File: config.mk
export PLATFORM = sky130hd
export DESIGN_NAME = button_conditioner_flat
export DESIGN_NICKNAME = d
export VERILOG_FILES = /design/src/rtl/button_conditioner_pkg.sv /design/src/rtl/button_conditioner_if.sv /design/src/rtl/button_channel.sv /design/src/rtl/button_conditioner.sv /design/src/flat_wrapper.sv
export SDC_FILE = /design/constraint.sdc
export NUM_CORES = 1
export LEC_CHECK = 0
export BUFFER_PORTS_ARGS = -buffer_cell sky130_fd_sc_hd__buf_2
export CELL_PAD_IN_SITES_DETAIL_PLACEMENT = 0
export CELL_PAD_IN_SITES_GLOBAL_PLACEMENT = 1
export CORE_ASPECT_RATIO = 2
export CORE_MARGIN = 2
export CORE_UTILIZATION = 30
export CTS_CLUSTER_DIAMETER = 60
export DETAILED_ROUTE_END_ITERATION = 7
export GPL_TIMING_DRIVEN = 0
export PLACE_DENSITY = 0.58
export SETUP_SLACK_MARGIN = 0.15
export SYNTH_ARGS = -nofsm -noshare
export SYNTH_HDL_FRONTEND = slang
export SYNTH_SLANG_ARGS = --single-unit
File: constraint.sdc
create_clock -name clk -period 2.27 [get_ports clk]
set_clock_uncertainty 0.1 [all_clocks]
set_input_delay 0.1135 -clock clk [delete_from_list [all_inputs] [get_ports clk]]
set_output_delay 0.1135 -clock clk [all_outputs]
set_load 0.005 [all_outputs]
File: src/rtl/button_conditioner_pkg.sv
// rtl/button_conditioner_pkg.sv - shared state and phase encodings for the button conditioner
package button_conditioner_pkg;

    // Debounce FSM states
    localparam logic [0:0] ST_STABLE = 1'b0;
    localparam logic [0:0] ST_VERIFY = 1'b1;

    // Auto-repeat phases: waiting for the first repeat, or for subsequent ones
    localparam logic [0:0] PH_FIRST  = 1'b0;
    localparam logic [0:0] PH_NEXT   = 1'b1;

endpackage

File: src/rtl/button_conditioner_if.sv
// rtl/button_conditioner_if.sv - pin-side and event-side signal bundle for the button conditioner
interface button_conditioner_if #(
    parameter int WIDTH = 8
);
    logic [WIDTH-1:0] din;
    logic [WIDTH-1:0] repeat_en;
    logic [WIDTH-1:0] dout;
    logic [WIDTH-1:0] rise;
    logic [WIDTH-1:0] fall;
    logic [WIDTH-1:0] rpt;

    // Driver side: raw inputs and repeat enables in, conditioned levels and events back
    modport master (
        output din,
        output repeat_en,
        input  dout,
        input  rise,
        input  fall,
        input  rpt
    );

    // Conditioner side
    modport slave (
        input  din,
        input  repeat_en,
        output dout,
        output rise,
        output fall,
        output rpt
    );
endinterface

File: src/rtl/button_channel.sv
// rtl/button_channel.sv - one channel: synchroniser, debounce FSM, edge pulses and auto-repeat
module button_channel
    import button_conditioner_pkg::*;
#(
    parameter int   CLOCKS       = 256,
    parameter int   CLOCKS_CLOG2 = 8,
    parameter logic INIT_BIT     = 1'b0,
    parameter int   REPEAT_DELAY = 24,
    parameter int   REPEAT_RATE  = 6,
    parameter int   REPEAT_CLOG2 = 5
) (
    input  logic clk,
    input  logic rst_n,
    input  logic din,
    input  logic repeat_en,
    input  logic tick,
    output logic dout,
    output logic rise,
    output logic fall,
    output logic rpt
);

    localparam logic [CLOCKS_CLOG2-1:0] CNT_LAST   = CLOCKS_CLOG2'(CLOCKS - 1);
    localparam logic [REPEAT_CLOG2-1:0] DELAY_LAST = REPEAT_CLOG2'(REPEAT_DELAY - 1);
    localparam logic [REPEAT_CLOG2-1:0] RATE_LAST  = REPEAT_CLOG2'(REPEAT_RATE - 1);

    logic                    sync_q1;
    logic                    sync_q2;
    logic [0:0]              state;
    logic [CLOCKS_CLOG2-1:0] count;
    logic                    accept;
    logic [REPEAT_CLOG2-1:0] hold;
    logic [0:0]              phase;
    logic [REPEAT_CLOG2-1:0] hold_last;

    // Two-flop synchroniser for the asynchronous pin
    always_ff @(posedge clk or negedge rst_n) begin
        if (!rst_n) begin
            sync_q1 <= INIT_BIT;
            sync_q2 <= INIT_BIT;
        end else begin
            sync_q1 <= din;
            sync_q2 <= sync_q1;
        end
    end

    // A new level is accepted on this edge; used to hold off repeat when dout is about to change
    always_comb begin
        accept    = (state == ST_VERIFY) && (sync_q2 != dout) && (count == CNT_LAST);
        hold_last = (phase == PH_FIRST) ? DELAY_LAST : RATE_LAST;
    end

    // Debounce FSM: a differing level must persist for CLOCKS cycles; any return to dout aborts
    always_ff @(posedge clk or negedge rst_n) begin
        if (!rst_n) begin
            state <= ST_STABLE;
            count <= '0;
            dout  <= INIT_BIT;
            rise  <= 1'b0;
            fall  <= 1'b0;
        end else begin
            rise <= 1'b0;
            fall <= 1'b0;
            case (state)
                ST_STABLE: begin
                    if (sync_q2 != dout) begin
                        count <= '0;
                        state <= ST_VERIFY;
                    end
                end
                ST_VERIFY: begin
                    if (sync_q2 == dout) begin
                        state <= ST_STABLE;
                    end else if (count == CNT_LAST) begin
                        dout  <= sync_q2;
                        rise  <= sync_q2;
                        fall  <= ~sync_q2;
                        state <= ST_STABLE;
                    end else begin
                        count <= count + 1'b1;
                    end
                end
                default: state <= ST_STABLE;
            endcase
        end
    end

    // Auto-repeat: count prescaler ticks while held and enabled, long gap first then shorter ones
    always_ff @(posedge clk or negedge rst_n) begin
        if (!rst_n) begin
            hold  <= '0;
            phase <= PH_FIRST;
            rpt   <= 1'b0;
        end else begin
            rpt <= 1'b0;
            if (!dout || !repeat_en || accept) begin
                hold  <= '0;
                phase <= PH_FIRST;
            end else if (tick) begin
                if (hold == hold_last) begin
                    rpt   <= 1'b1;
                    hold  <= '0;
                    phase <= PH_NEXT;
                end else begin
                    hold <= hold + 1'b1;
                end
            end
        end
    end

endmodule

File: src/rtl/button_conditioner.sv
// rtl/button_conditioner.sv - multi-channel debouncer with press/release events and auto-repeat
module button_conditioner
    import button_conditioner_pkg::*;
#(
    parameter int               WIDTH        = 8,
    parameter int               CLOCKS       = 256,
    parameter int               CLOCKS_CLOG2 = 8,
    parameter logic [WIDTH-1:0] INIT         = {WIDTH{1'b0}},
    parameter int               TICK_DIV     = 65536,
    parameter int               TICK_CLOG2   = 16,
    parameter int               REPEAT_DELAY = 24,
    parameter int               REPEAT_RATE  = 6,
    parameter int               REPEAT_CLOG2 = 5
) (
    input  logic                 clk,
    input  logic                 rst_n,
    button_conditioner_if.slave  bus
);

    localparam logic [TICK_CLOG2-1:0] PRESC_LAST = TICK_CLOG2'(TICK_DIV - 1);

    logic [TICK_CLOG2-1:0] presc;
    logic                  tick;
    logic [WIDTH-1:0]      dout_v;
    logic [WIDTH-1:0]      rise_v;
    logic [WIDTH-1:0]      fall_v;
    logic [WIDTH-1:0]      rpt_v;

    // Shared free-running prescaler; channels see its wrap as the repeat tick
    always_ff @(posedge clk or negedge rst_n) begin
        if (!rst_n) begin
            presc <= '0;
        end else if (presc == PRESC_LAST) begin
            presc <= '0;
        end else begin
            presc <= presc + 1'b1;
        end
    end

    assign tick = (presc == PRESC_LAST);

    for (genvar g = 0; g < WIDTH; g++) begin : g_ch
        button_channel #(
            .CLOCKS       (CLOCKS),
            .CLOCKS_CLOG2 (CLOCKS_CLOG2),
            .INIT_BIT     (INIT[g]),
            .REPEAT_DELAY (REPEAT_DELAY),
            .REPEAT_RATE  (REPEAT_RATE),
            .REPEAT_CLOG2 (REPEAT_CLOG2)
        ) u_ch (
            .clk       (clk),
            .rst_n     (rst_n),
            .din       (bus.din[g]),
            .repeat_en (bus.repeat_en[g]),
            .tick      (tick),
            .dout      (dout_v[g]),
            .rise      (rise_v[g]),
            .fall      (fall_v[g]),
            .rpt       (rpt_v[g])
        );
    end

    assign bus.dout = dout_v;
    assign bus.rise = rise_v;
    assign bus.fall = fall_v;
    assign bus.rpt  = rpt_v;

endmodule

File: src/flat_wrapper.sv
// flat-port wrapper written by rule: the top's interface ports become plain ports
module button_conditioner_flat import button_conditioner_pkg::*;
#(
    parameter int               WIDTH        = 8,
    parameter int               CLOCKS       = 256,
    parameter int               CLOCKS_CLOG2 = 8,
    parameter logic [WIDTH-1:0] INIT         = {WIDTH{1'b0}},
    parameter int               TICK_DIV     = 65536,
    parameter int               TICK_CLOG2   = 16,
    parameter int               REPEAT_DELAY = 24,
    parameter int               REPEAT_RATE  = 6,
    parameter int               REPEAT_CLOG2 = 5
)
  (clk, rst_n, bus_din, bus_repeat_en, bus_dout, bus_rise, bus_fall, bus_rpt);
  button_conditioner_if #(.WIDTH(WIDTH)) bus_i ();
  input  logic clk;
  input  logic rst_n;
  input wire logic [$bits(bus_i.din)-1:0] bus_din;
  input wire logic [$bits(bus_i.repeat_en)-1:0] bus_repeat_en;
  output wire logic [$bits(bus_i.dout)-1:0] bus_dout;
  output wire logic [$bits(bus_i.rise)-1:0] bus_rise;
  output wire logic [$bits(bus_i.fall)-1:0] bus_fall;
  output wire logic [$bits(bus_i.rpt)-1:0] bus_rpt;
  assign bus_i.din = bus_din;
  assign bus_i.repeat_en = bus_repeat_en;
  assign bus_dout = bus_i.dout;
  assign bus_rise = bus_i.rise;
  assign bus_fall = bus_i.fall;
  assign bus_rpt = bus_i.rpt;
  button_conditioner #(.WIDTH(WIDTH), .CLOCKS(CLOCKS), .CLOCKS_CLOG2(CLOCKS_CLOG2), .INIT(INIT), .TICK_DIV(TICK_DIV), .TICK_CLOG2(TICK_CLOG2), .REPEAT_DELAY(REPEAT_DELAY), .REPEAT_RATE(REPEAT_RATE), .REPEAT_CLOG2(REPEAT_CLOG2)) u_core (.clk(clk), .rst_n(rst_n), .bus(bus_i));
endmodule
==> run_results.csv <==
group,metric,value,unit
run_status,status,"complete, no violations",
worst_setup_path,cp-end-kind,"flip-flop",
power_and_ir_drop,p_seq_share,49.3,%
clocking,htreeDepth,4,
yosys,ys_ff_latch,184,
worst_setup_path,crit_fanout,4,
yosys,syn_nets,887,
yosys,synth_top_family_by_area,"simple AND/OR/NAND/NOR gates",
worst_setup_path,critPathKind,"reg2reg",
floorplan,die_area,30940,µm²
yosys,synth_simple_gate_area_share,20.51,%
placement,dp.cells,1262,
clocking,cts_tree,"built",
yosys,yosysSeqAreaShare,52.09,%
yosys,synth_area_leaders,"dfrtp_1 52%, nand2_1 3.2%, buf_4 2.7%, nand3_1 2.7%, ha_1 2.4%",
global_route,grt_usage,14.21,%
worst_setup_path,critPathRequiredTime,2.56,ns
clocking,cts.path.max_buffers,2,
timing,hold_viol_final,0,
clocking,clkSinkCount,184,
timing,rsz0062_at_grt,"yes",
clocking,clk_pin_slew,0.07,ns
yosys,synthMuxAreaShare,1.897,%
yosys,synth_top_area_cell,"dfrtp_1",
worst_setup_path,crit_arrival,2.51,ns
route,avgRoutedWirePerCell,15.89,µm
worst_setup_path,crit_family,"simple AND/OR/NAND/NOR gates",
power_and_ir_drop,power.density,645.6,nW/µm²
power_and_ir_drop,p_comb_share,4.8,%
route,drc,0,
cells_and_area,area_growth,23.04,%
cells_and_area,drive_above_1_share,22.83,%
worst_setup_path,cp.buffers_inverters,1,
timing,tightestPinTransition,0.6171,ns
placement,dpl.hpwl,14.23,mm
power_and_ir_drop,swShare,23.26,%
yosys,synth_adder_area_share,2.406,%
global_route,grt_overflow,0,
yosys,ys.flop_type,"dfrtp_1",
timing,finalSetupViolCount,0,
yosys,ys_types,52,
yosys,synth_edf_count,0,
global_route,grt_pass1_wl,35.12,mm
floorplan,placementRows,88,
worst_setup_path,cp_slowest_cell,"or4_4",
yosys,synth_xor_area_share,3.765,%
route,drtPass1Iterations,4,
cells_and_area,final_cells,1328,
timing,setup_tns,0,ns
yosys,netlist_instances,852,
timing,period_needed,2.223,ns
timing,slew_violations,0,
power_and_ir_drop,p_sw,0.001633,W
yosys,synth_warnings,0,
cells_and_area,fin_util,37.56,%
floorplan,die_w,125.4,µm
timing,fin_crit_sh,97.95,%
worst_hold_path,holdCritPathClass,"in2reg",
flow_run,drv_cap,0,
placement,portBuffers,49,
yosys,synthTopCellsByCount,"184 x dfrtp_1, 76 x nand2_1, 47 x nand3_1",
worst_setup_path,start_kind,"flip-flop",
yosys,synth_top_area_share,52.09,%
route,wl,21.10,mm
timing,max_freq,449.8,MHz
power_and_ir_drop,clkPwrFrac,45.9,%
floorplan,start_util,30.53,%
timing,fin_hold_ws,0.1122,ns
route,vias_per_cell,5.123,
yosys,yosysMostFrequentCell,"dfrtp_1",
global_route,antenna_found_initial,0,
cells_and_area,nNetsFinal,990,
yosys,synth_area_per_cell,10.38,µm²
clocking,worstSkewPairLatency,0.45,ns
floorplan,io_pins,50,
power_and_ir_drop,p_int,0.005389,W
power_and_ir_drop,leakagePower,4.859,nW
worst_setup_path,cp_cell_sequence,"ha_2 -> nand4_1 -> or4_4 -> buf_16 -> or4b_4 -> a21oi_2",
yosys,netlist_area,8840,µm²
worst_setup_path,max_stage_delay,0.62,ns
yosys,async_flop_share,100.0,%
clocking,cts_root_buffer,"clkbuf_16",
route,antenna_left,0,
yosys,synth_compound_area_share,14.82,%
global_route,first_global_vias,7079,
clocking,cts_buffers,17,
power_and_ir_drop,ir_worst_vdd,0.4842,mV
route,num_vias,6803,
global_route,grt_max_degree,110,
route,drt-initial-drc-count,333,
placement,place_congestion,0.7584,
timing,slew_headroom,58.61,%
floorplan,core_area,28960,µm²
cells_and_area,num_antenna_cells,0,
floorplan,fp.dieH,246.8,µm
## placed cells by master, fill, tap and decap left out, types with 8 or more instances in the layout
master | synthesis | final
or3b_2 | 8 | 8
and3_1 | 29 | 29
nand4_1 | 18 | 18
and4_1 | 11 | 11
xnor2_1 | 22 | 22
dlygate4sd3_1 | 0 | 16
a21oi_1 | 40 | 34
nor3_1 | 23 | 21
dfrtp_1 | 184 | 184
a22o_1 | 11 | 11
clkbuf_16 | 0 | 17
ha_1 | 17 | 16
mux2_2 | 14 | 14
buf_2 | 4 | 48
nor3b_1 | 23 | 23
xor2_1 | 16 | 16
a21o_1 | 13 | 13
inv_1 | 21 | 20
nor2_1 | 38 | 37
a31oi_1 | 28 | 28
nand3b_1 | 13 | 13
buf_4 | 32 | 49
nand2_1 | 76 | 75
o21ai_0 | 38 | 33
nand3_1 | 47 | 45
o211ai_1 | 12 | 12
## registers in the layout (all words and copies together), names as in the netlist
register	count
u_core.g_ch.u_ch.count	64
u_core.g_ch.u_ch.hold	40
u_core.g_ch.u_ch.phase	8
u_core.presc	16
u_core.g_ch.u_ch.state	8
u_core.g_ch.u_ch.sync_q2	8
u_core.g_ch.u_ch.rpt	8
u_core.g_ch.u_ch.rise	8
u_core.g_ch.u_ch.sync_q1	8
u_core.g_ch.u_ch.fall	8
u_core.g_ch.u_ch.dout	8
## per-stage QoR
stage / worst slack, ns / total power (W) / cell area, µm²
finish: 0.04660 / 0.007022 / 10880
global route: -0.03213 / 0.007338 / 10880
CTS: 0.06899 / 0.007142 / 10590
detailed placement: -0.3289 / 0.003840 / 9573
global placement: -2.327 / 0.003827 / 9535
floorplan: 0.2590 / 0.003675 / 8840
## final cells by class
class | instances | area (µm²)
Fill cell | 2893 | 18080
Sequential cell | 184 | 4604
Multi-Input combinational cell | 597 | 4115
Timing Repair Buffer | 84 | 605.6
Clock buffer | 23 | 498.0
Tap cell | 360 | 450.4
Buffer | 50 | 387.9
Clock inverter | 9 | 136.4
Inverter | 21 | 78.83
## routing by layer
metal / track usage [%] / wire length [µm]
met1: 14.40 / 8252
met2: 27.80 / 11900
met3: 2.769 / 419
met4: 6.111 / 532
met5: 0 / 0
## worst min-delay path: stages
cell     delay [ns]
buf_2          0.10
nand2_1        0.08
a21o_1         0.27
a21oi_1        0.07
## cells by family (layout without fill, tap and decap cells)
kind of cell / after synthesis / in the layout
adders and majority gates: 17 / 17
muxes: 15 / 15
xor gates and xnor gates: 38 / 38
DFF: 184 / 184
and+or+nand+nor: 331 / 331
buffers and inverters: 71 / 187
AOI/OAI and AO/OA: 196 / 196
## final timing paths
path / startpoint / slack [ns] / cells after the start / to
min: bus_repeat_en[0] / 0.11 / 4 / u_core.g_ch[0].u_ch.hold[3]
max in group asynchronous: rst_n / 0.97 / 3 / u_core.g_ch[0].u_ch.hold[1]
max reg2reg: u_core.presc[0] / 0.05 / 6 / u_core.g_ch[5].u_ch.hold[3]
max: u_core.presc[0] / 0.05 / 6 / u_core.g_ch[5].u_ch.hold[3]
min in group asynchronous: rst_n / 0.14 / 2 / u_core.g_ch[3].u_ch.state
min reg2reg: u_core.g_ch[2].u_ch.sync_q1 / 0.25 / 0 / u_core.g_ch[2].u_ch.sync_q2
## power groups by stage
stage	Clock [W]	Combinational (W)	Sequential, W
after CTS	0.00334	0.000335	0.00347
final	0.00322	0.000334	0.00347
after global routing	0.00347	0.000392	0.00348
after global placement	0	0.000299	0.00353
after detailed placement	0	0.000312	0.00353
after floorplan	0	0.000172	0.00350
## what timing repair did
item	CTS	global route
hold buffers	13	3
resized for setup	35	55
pin swaps	12	13
endpoints found under the hold margin	105	9
endpoints found under the setup margin	86	69
cloned	1	0
buffers inserted	13	4
Power figures use the tool's default switching activity.
